File: src/rtl/fibre_tx_encoder.sv
// Manchester line encoder: bytes in over valid/ready, 10-bit typed symbols out
// on one serial pin, with idle/sync symbols filling gaps and forced periodically.
module fibre_tx_encoder #(
    parameter int         CLKS_PER_HALFBIT = 4,
    parameter logic [7:0] SYNC_WORD        = 8'hA5,
    parameter int         SYNC_INTERVAL    = 16
) (
    input  logic       clk,
    input  logic       rst,
    input  logic [7:0] d_in,
    input  logic       d_in_valid,
    output logic       d_in_ready,
    output logic       tx_out,
    output logic       symbol_start,
    output logic       sending_data
);

    localparam int HW = (CLKS_PER_HALFBIT > 1) ? $clog2(CLKS_PER_HALFBIT) : 1;
    localparam int CW = (SYNC_INTERVAL > 0) ? $clog2(SYNC_INTERVAL + 1) : 1;
    localparam logic [HW-1:0] HB_LAST = HW'(CLKS_PER_HALFBIT - 1);
    localparam logic [CW-1:0] CNT_MAX = CW'(SYNC_INTERVAL);

    logic          running;
    logic [HW-1:0] hb_cnt;
    logic          phase;
    logic [3:0]    bit_idx;
    logic [9:0]    sym;
    logic [7:0]    hold;
    logic          hold_full;
    logic [CW-1:0] data_cnt;

    logic          half_end;
    logic          boundary;
    logic          take_data;
    logic          accept;
    logic          hold_nxt;
    logic [9:0]    new_sym;
    logic [HW-1:0] nxt_hb;
    logic          nxt_phase;
    logic [3:0]    nxt_bit;

    // sym[0] is sent first: hdr[1], hdr[0], then payload LSB first
    always_comb begin
        half_end  = (hb_cnt == HB_LAST);
        boundary  = !running || (half_end && phase && (bit_idx == 4'd9));
        take_data = hold_full &&
                    ((SYNC_INTERVAL == 0) || (data_cnt < CNT_MAX));
        accept    = d_in_valid && d_in_ready;
        hold_nxt  = (boundary && take_data) ? 1'b0 :
                    (accept ? 1'b1 : hold_full);
        new_sym   = take_data ? {hold, 2'b01} : {SYNC_WORD, 2'b10};
    end

    always_comb begin
        nxt_hb    = hb_cnt + 1'b1;
        nxt_phase = phase;
        nxt_bit   = bit_idx;
        if (half_end) begin
            nxt_hb    = '0;
            nxt_phase = !phase;
            if (phase) begin
                nxt_bit = bit_idx + 4'd1;
            end
        end
    end

    always_ff @(posedge clk) begin
        if (rst) begin
            running      <= 1'b0;
            hb_cnt       <= '0;
            phase        <= 1'b0;
            bit_idx      <= 4'd0;
            sym          <= '0;
            hold         <= '0;
            hold_full    <= 1'b0;
            data_cnt     <= '0;
            d_in_ready   <= 1'b0;
            tx_out       <= 1'b0;
            symbol_start <= 1'b0;
            sending_data <= 1'b0;
        end else begin
            running    <= 1'b1;
            hold_full  <= hold_nxt;
            d_in_ready <= !hold_nxt;
            if (accept) begin
                hold <= d_in;
            end
            if (boundary) begin
                sym          <= new_sym;
                tx_out       <= new_sym[0];
                hb_cnt       <= '0;
                phase        <= 1'b0;
                bit_idx      <= 4'd0;
                symbol_start <= 1'b1;
                sending_data <= take_data;
                if (!take_data) begin
                    data_cnt <= '0;
                end else if (SYNC_INTERVAL != 0) begin
                    data_cnt <= data_cnt + 1'b1;
                end
            end else begin
                hb_cnt       <= nxt_hb;
                phase        <= nxt_phase;
                bit_idx      <= nxt_bit;
                tx_out       <= sym[nxt_bit] ^ nxt_phase;
                symbol_start <= 1'b0;
            end
        end
    end

endmodule

File: config.mk
export PLATFORM = sky130hd
export DESIGN_NAME = fibre_tx_encoder
export DESIGN_NICKNAME = d
export VERILOG_FILES = /design/src/rtl/fibre_tx_encoder.sv
export SDC_FILE = /design/constraint.sdc
export NUM_CORES = 1
export LEC_CHECK = 0
export CAP_MARGIN = 10
export CORE_MARGIN = 3
export CORE_UTILIZATION = 54
export DETAILED_ROUTE_END_ITERATION = 10
export GPL_ROUTABILITY_DRIVEN = 0
export PLACE_DENSITY_LB_ADDON = 0.25
export SYNTH_ARGS = -nofsm -noshare
export SYNTH_HDL_FRONTEND = slang
export SYNTH_SLANG_ARGS = --single-unit
File: constraint.sdc
create_clock -name clk -period 2.7 [get_ports clk]
set_input_delay 0.54 -clock clk [delete_from_list [all_inputs] [get_ports clk]]
set_output_delay 0.54 -clock clk [all_outputs]
set_load 0.05 [all_outputs]
-- Word level (Yosys, flattened, before mapping)
Cells that the tools add are included.
Widths: inputs -> output; s select.
- register bits: 36
- bits of input ports: 11
- output and inout port bits: 4
- word-level logic and storage cells: 43
- add/sub/neg operators: 3
- magnitude comparators: 2
- eq/ne operators: 2
- muxes and demuxes: 12
- bitwise gates (word level): 1
- reduce and logical (&&, ||, !) cells: 11
- operators by type and width (cell ; number):
    $mux 10 ; 1
    $mux 4 ; 2
    $mux 1 ; 7
    $add 5x1->5 const B ; 1
    $logic_and 1x1->1 ; 5
    $lt 4x5->1 const B ; 1
    $lt 5x5->1 const B ; 1
    $mux 5 ; 1
    $add 4x1->4 const B ; 1
    $bmux 1 s4 ; 1
    $eq 4x4->1 const B ; 1
    $logic_not 1->1 ; 3
    $reduce_or 3->1 ; 1
    $add 2x1->2 const B ; 1
    $eq 2x2->1 const B ; 1
    $reduce_or 2->1 ; 1
    $logic_or 1x1->1 ; 1
    $xor 1x1->1 ; 1

-- Logic depth before layout (Yosys ltp)
Gate-level depths: netlist (run 1).
- word-level depth: 7
- mapped depth: 9
- depth with buffers taken out: 8

-- Worst setup path after synthesis (run 1)
No wires, ideal clock.
- kind: flip-flop to flip-flop
- start point: reg hb_cnt[0]
- end point: reg tx_out
- library setup time: 0.117 ns
- arrival: 1.766 ns
- setup slack: 0.817 ns
- stages on the path, launching flop included: 9
- clock period less this slack: 1.883 ns
- cells stage by stage: dfxtp_1 -> ha_1 -> buf_4 -> nand2_2 -> o21a_1 -> or3_1 -> o311a_1 -> mux2i_1 -> nand2_1
- word-level cells in the longest chain between the ends: 6
- RTL lines (what ; line ; source):
    start: declaration ; 24 ; logic [HW-1:0] hb_cnt;
    start signal: assignment ; 102 ; hb_cnt <= nxt_hb;
    $eq 2x2->1 (*) ; 44 ; half_end = (hb_cnt == HB_LAST);
    $mux 4 ; 58 ; if (half_end) begin
    $bmux 1 s4 ; 105 ; tx_out <= sym[nxt_bit] ^ nxt_phase;
    $mux 1 (implied by the code) ; 105 ;
    $xor 1x1->1 ; 105 ;
    $mux 1 (*) ; 88 ; if (boundary) begin
    end signal: assignment ; 90 ; tx_out <= new_sym[0];
    end signal: assignment ; 105 ;
    end: declaration ; 13 ; output logic tx_out,
Every way passes the cells marked *; elsewhere a longest branch is shown, timed or not. The select of a mux whose other input is x is not followed.
A chain may end at the register's enable or synchronous reset.

-- Worst setup path in the final report (run 1)
Same ends and word-level chain as after synthesis.

==> results of run 1 <==
-- cell usage after synthesis (5+ instances only) --
| library cell | number | share of area, % |
|---|---|---|
| a211oi_1 | 7 | 3.6 |
| ha_1 | 5 | 4.3 |
| nand2_1 | 22 | 5.7 |
| a21oi_1 | 12 | 4.2 |
| nor2_1 | 19 | 4.9 |
| dfxtp_1 | 35 | 48 |
| a22o_1 | 6 | 3.6 |
| nand3_1 | 5 | 1.7 |
-- state kept, by name, indices dropped and copies added, names as in the netlist --
signal / cells
hb_cnt: 2
sym: 10
tx_out: 1
data_cnt: 5
d_in_ready: 1
running: 1
hold: 8
bit_idx: 4
hold_full: 1
phase: 1
symbol_start: 1
-- per-stage QoR --
step                total power [W]  area, µm²  hold slack (ns)  instances
global route              0.0009653       1670           0.4628        208
floorplan                 0.0006119       1445           0.4043        160
detailed placement        0.0006465       1614           0.4282        201
CTS                       0.0009268       1670           0.4424        208
finish                    0.0009200       1670           0.4366        208
global placement          0.0006437       1614           0.4133        201
-- report_power, final --
| part | switching, W | leakage (nW) | internal, W |
|---|---|---|---|
| registers | 0.0000109 | 0.286 | 0.000536 |
| clock network | 0.000165 | 0.0341 | 0.000121 |
| logic | 0.0000492 | 0.360 | 0.0000379 |
-- critical path: stages (launching register included) --
cell and delay, ns:
dfxtp_1 0.33, ha_1 0.31, ha_1 0.23, nand4b_1 0.17, nand2_1 0.25, nor2_1 0.58
o311a_1 0.27, mux2i_1 0.08, nand2_1 0.06
-- path summary, 6_finish.rpt --
| path | endpoint | slack (ns) | depth (start not counted) |
|---|---|---|---|
| hold / removal | hb_cnt[0] | 0.44 | 1 |
| setup / recovery | tx_out | 0.37 | 8 |
| setup reg to reg | tx_out | 0.37 | 8 |
| hold reg to reg | hb_cnt[0] | 0.44 | 1 |
-- logic make-up after synthesis --
kind of cell | after synthesis | synth area share, %
compound gates | 42 | 20.61
xor+xnor | 3 | 1.819
fa+ha+maj | 5 | 4.329
buf+inv | 7 | 2.165
flops | 35 | 48.48
mux | 2 | 1.385
simple gates | 66 | 21.21
-- per-layer routing --
metal  wire (µm)  track usage, %
met3         114           8.463
met1        1256           22.35
met5           0               0
met2        1485           35.48
met4          23           6.291
-- layout make-up --
cell class	instances	area (µm²)	area share, %
Clock buffer	6	51.30	3.071
Clock inverter	1	5.005	0.2996
Inverter	2	7.507	0.4494
Multi-Input combinational cell	118	713.2	42.70
Sequential cell	35	700.7	41.95
Tap cell	30	37.54	2.247
Timing Repair Buffer	16	155.1	9.288
==> results.md, run 1 <==
* Place WS at 0.4075 ns
* Highest-count cells in the layout ignoring fill and taps: dfxtp_1 (35), nand2_1 (22), nor2_1 (19)
* Final-report max-slew violation count at 0
* Detailed placer's ending HPWL at 2221 µm
* Share of layout cells above drive strength 1 at 7.303%
* Setup violations, final at 0
* DIE WIDTH at 57.73 µm
* Nets at 194
* Crit path capture type: register
* Worst Hold Launch: hb_cnt[0]
* Antenna violations before repair at 0
* Initial detailed-routing violation count at 64
* Ports at 15
* WS Path Type: register to register
* Area delta synth->final at 15.58%
* FMAX at 0.4292 GHz
* Clock buffer depth at 2
* Initial Utilization at 57.81%
* Core area at 2500 µm²
* Critical Path Start: hb_cnt[0]
* Post-synth cell types at 37
* Clock Tree Root: clkbuf_4
* Final Hold Fails at 0
* Cells after Synth at 160
* P per Cell Area at 550.8 nW/µm²
* Main synth FF type: dfxtp_1
* Synthesized flop and latch total at 35
* First-pass DRT Iterations at 4
* Commonest non-fill, non-tap cell in the layout: dfxtp_1
* Setup_tns at 0 ns
* First-pass GRT wire length at 5168 µm
* Drt drc at 0
* Cell Area, Synth at 1445 µm²
* Fin util at 66.82%
* TritonCTS Sinks at 35
* ANT nets after route at 0
* Total Wirelength at 2879 µm
* Yosys warnings at 0
* Seq/Total Area, Yosys at 48.48%
* Die Y at 57.73 µm
* Number of H-tree levels at 2
* Largest net degree at the start of global routing at 13
* Post-synth EDFFs at 0
* Via count at 1,164
* Clock latency on the worst-skew pair at 0.33 ns
* # fillers at 209
* Post-CTS setup buffer count at 0
* Vias per cell at 5.596
* Final Worst Setup Slack at 0.3702 ns
* Post-synth ARST share at 0%
* Clock Skews at 0.003978 ns
* ANT cells at 0
* Routed len/inst at 13.84 µm
* CP required at 2.98 ns
* Rel. slew slack at 56.01%
* TritonCTS buffer count at 5
* Std-Cell Rows at 18
* CTS Hold Buffers Added at 0
* Worst Path Max Fanout at 11
* Crit path time final at 2.330 ns
* Port bufs at 14
* Syn_nets at 176
* CTS tree: built
* Syn_area_per_cell at 9.032 µm²
* Die area at 3333 µm²
* Peak supply drop at 0.5224 mV
* Status: finished, final reports clean
* RSZ-0062 raised after global routing: false
* Setup crit start kind: register
* Total GRT Usage at 20.33%
* Resized Gates After CTS at 0
* R2r startpoint: hb_cnt[0]
* Tcrit/Tclk final at 86.29%
* Grt ovf at 0
* CP arrival at 2.61 ns
* Vias in the first global route at 1,174
* Worst-path clk slew at 0.10 ns
* Max cap viols at 0
* Hold Crit Class: register to register
* Worst Max-Slew Pin Slew at 0.6575 ns
* Leakage at 0.6801 nW
No activity file was read; power rests on OpenSTA's default activity.
==> run 2, diff against run 1 <==
--- a/config.mk
+++ b/config.mk
@@ -5,12 +5,14 @@
 export SDC_FILE = /design/constraint.sdc
 export NUM_CORES = 1
 export LEC_CHECK = 0
-export CAP_MARGIN = 10
+export ABC_CLOCK_PERIOD_IN_PS = 2700
+export CAP_MARGIN = 5
 export CORE_MARGIN = 3
 export CORE_UTILIZATION = 54
 export DETAILED_ROUTE_END_ITERATION = 10
 export GPL_ROUTABILITY_DRIVEN = 0
 export PLACE_DENSITY_LB_ADDON = 0.25
+export SLEW_MARGIN = 0
 export SYNTH_ARGS = -nofsm -noshare
 export SYNTH_HDL_FRONTEND = slang
 export SYNTH_SLANG_ARGS = --single-unit
==> results of run 2 <==
The final DEF is identical to that of run 1; final timing and power are the same.
==> run 3, diff against run 2 <==
--- a/config.mk
+++ b/config.mk
@@ -6,7 +6,6 @@
 export NUM_CORES = 1
 export LEC_CHECK = 0
 export ABC_CLOCK_PERIOD_IN_PS = 2700
-export CAP_MARGIN = 5
 export CORE_MARGIN = 3
 export CORE_UTILIZATION = 54
 export DETAILED_ROUTE_END_ITERATION = 10
==> results of run 3 <==
The final DEF is identical to that of run 1; final timing and power are the same.
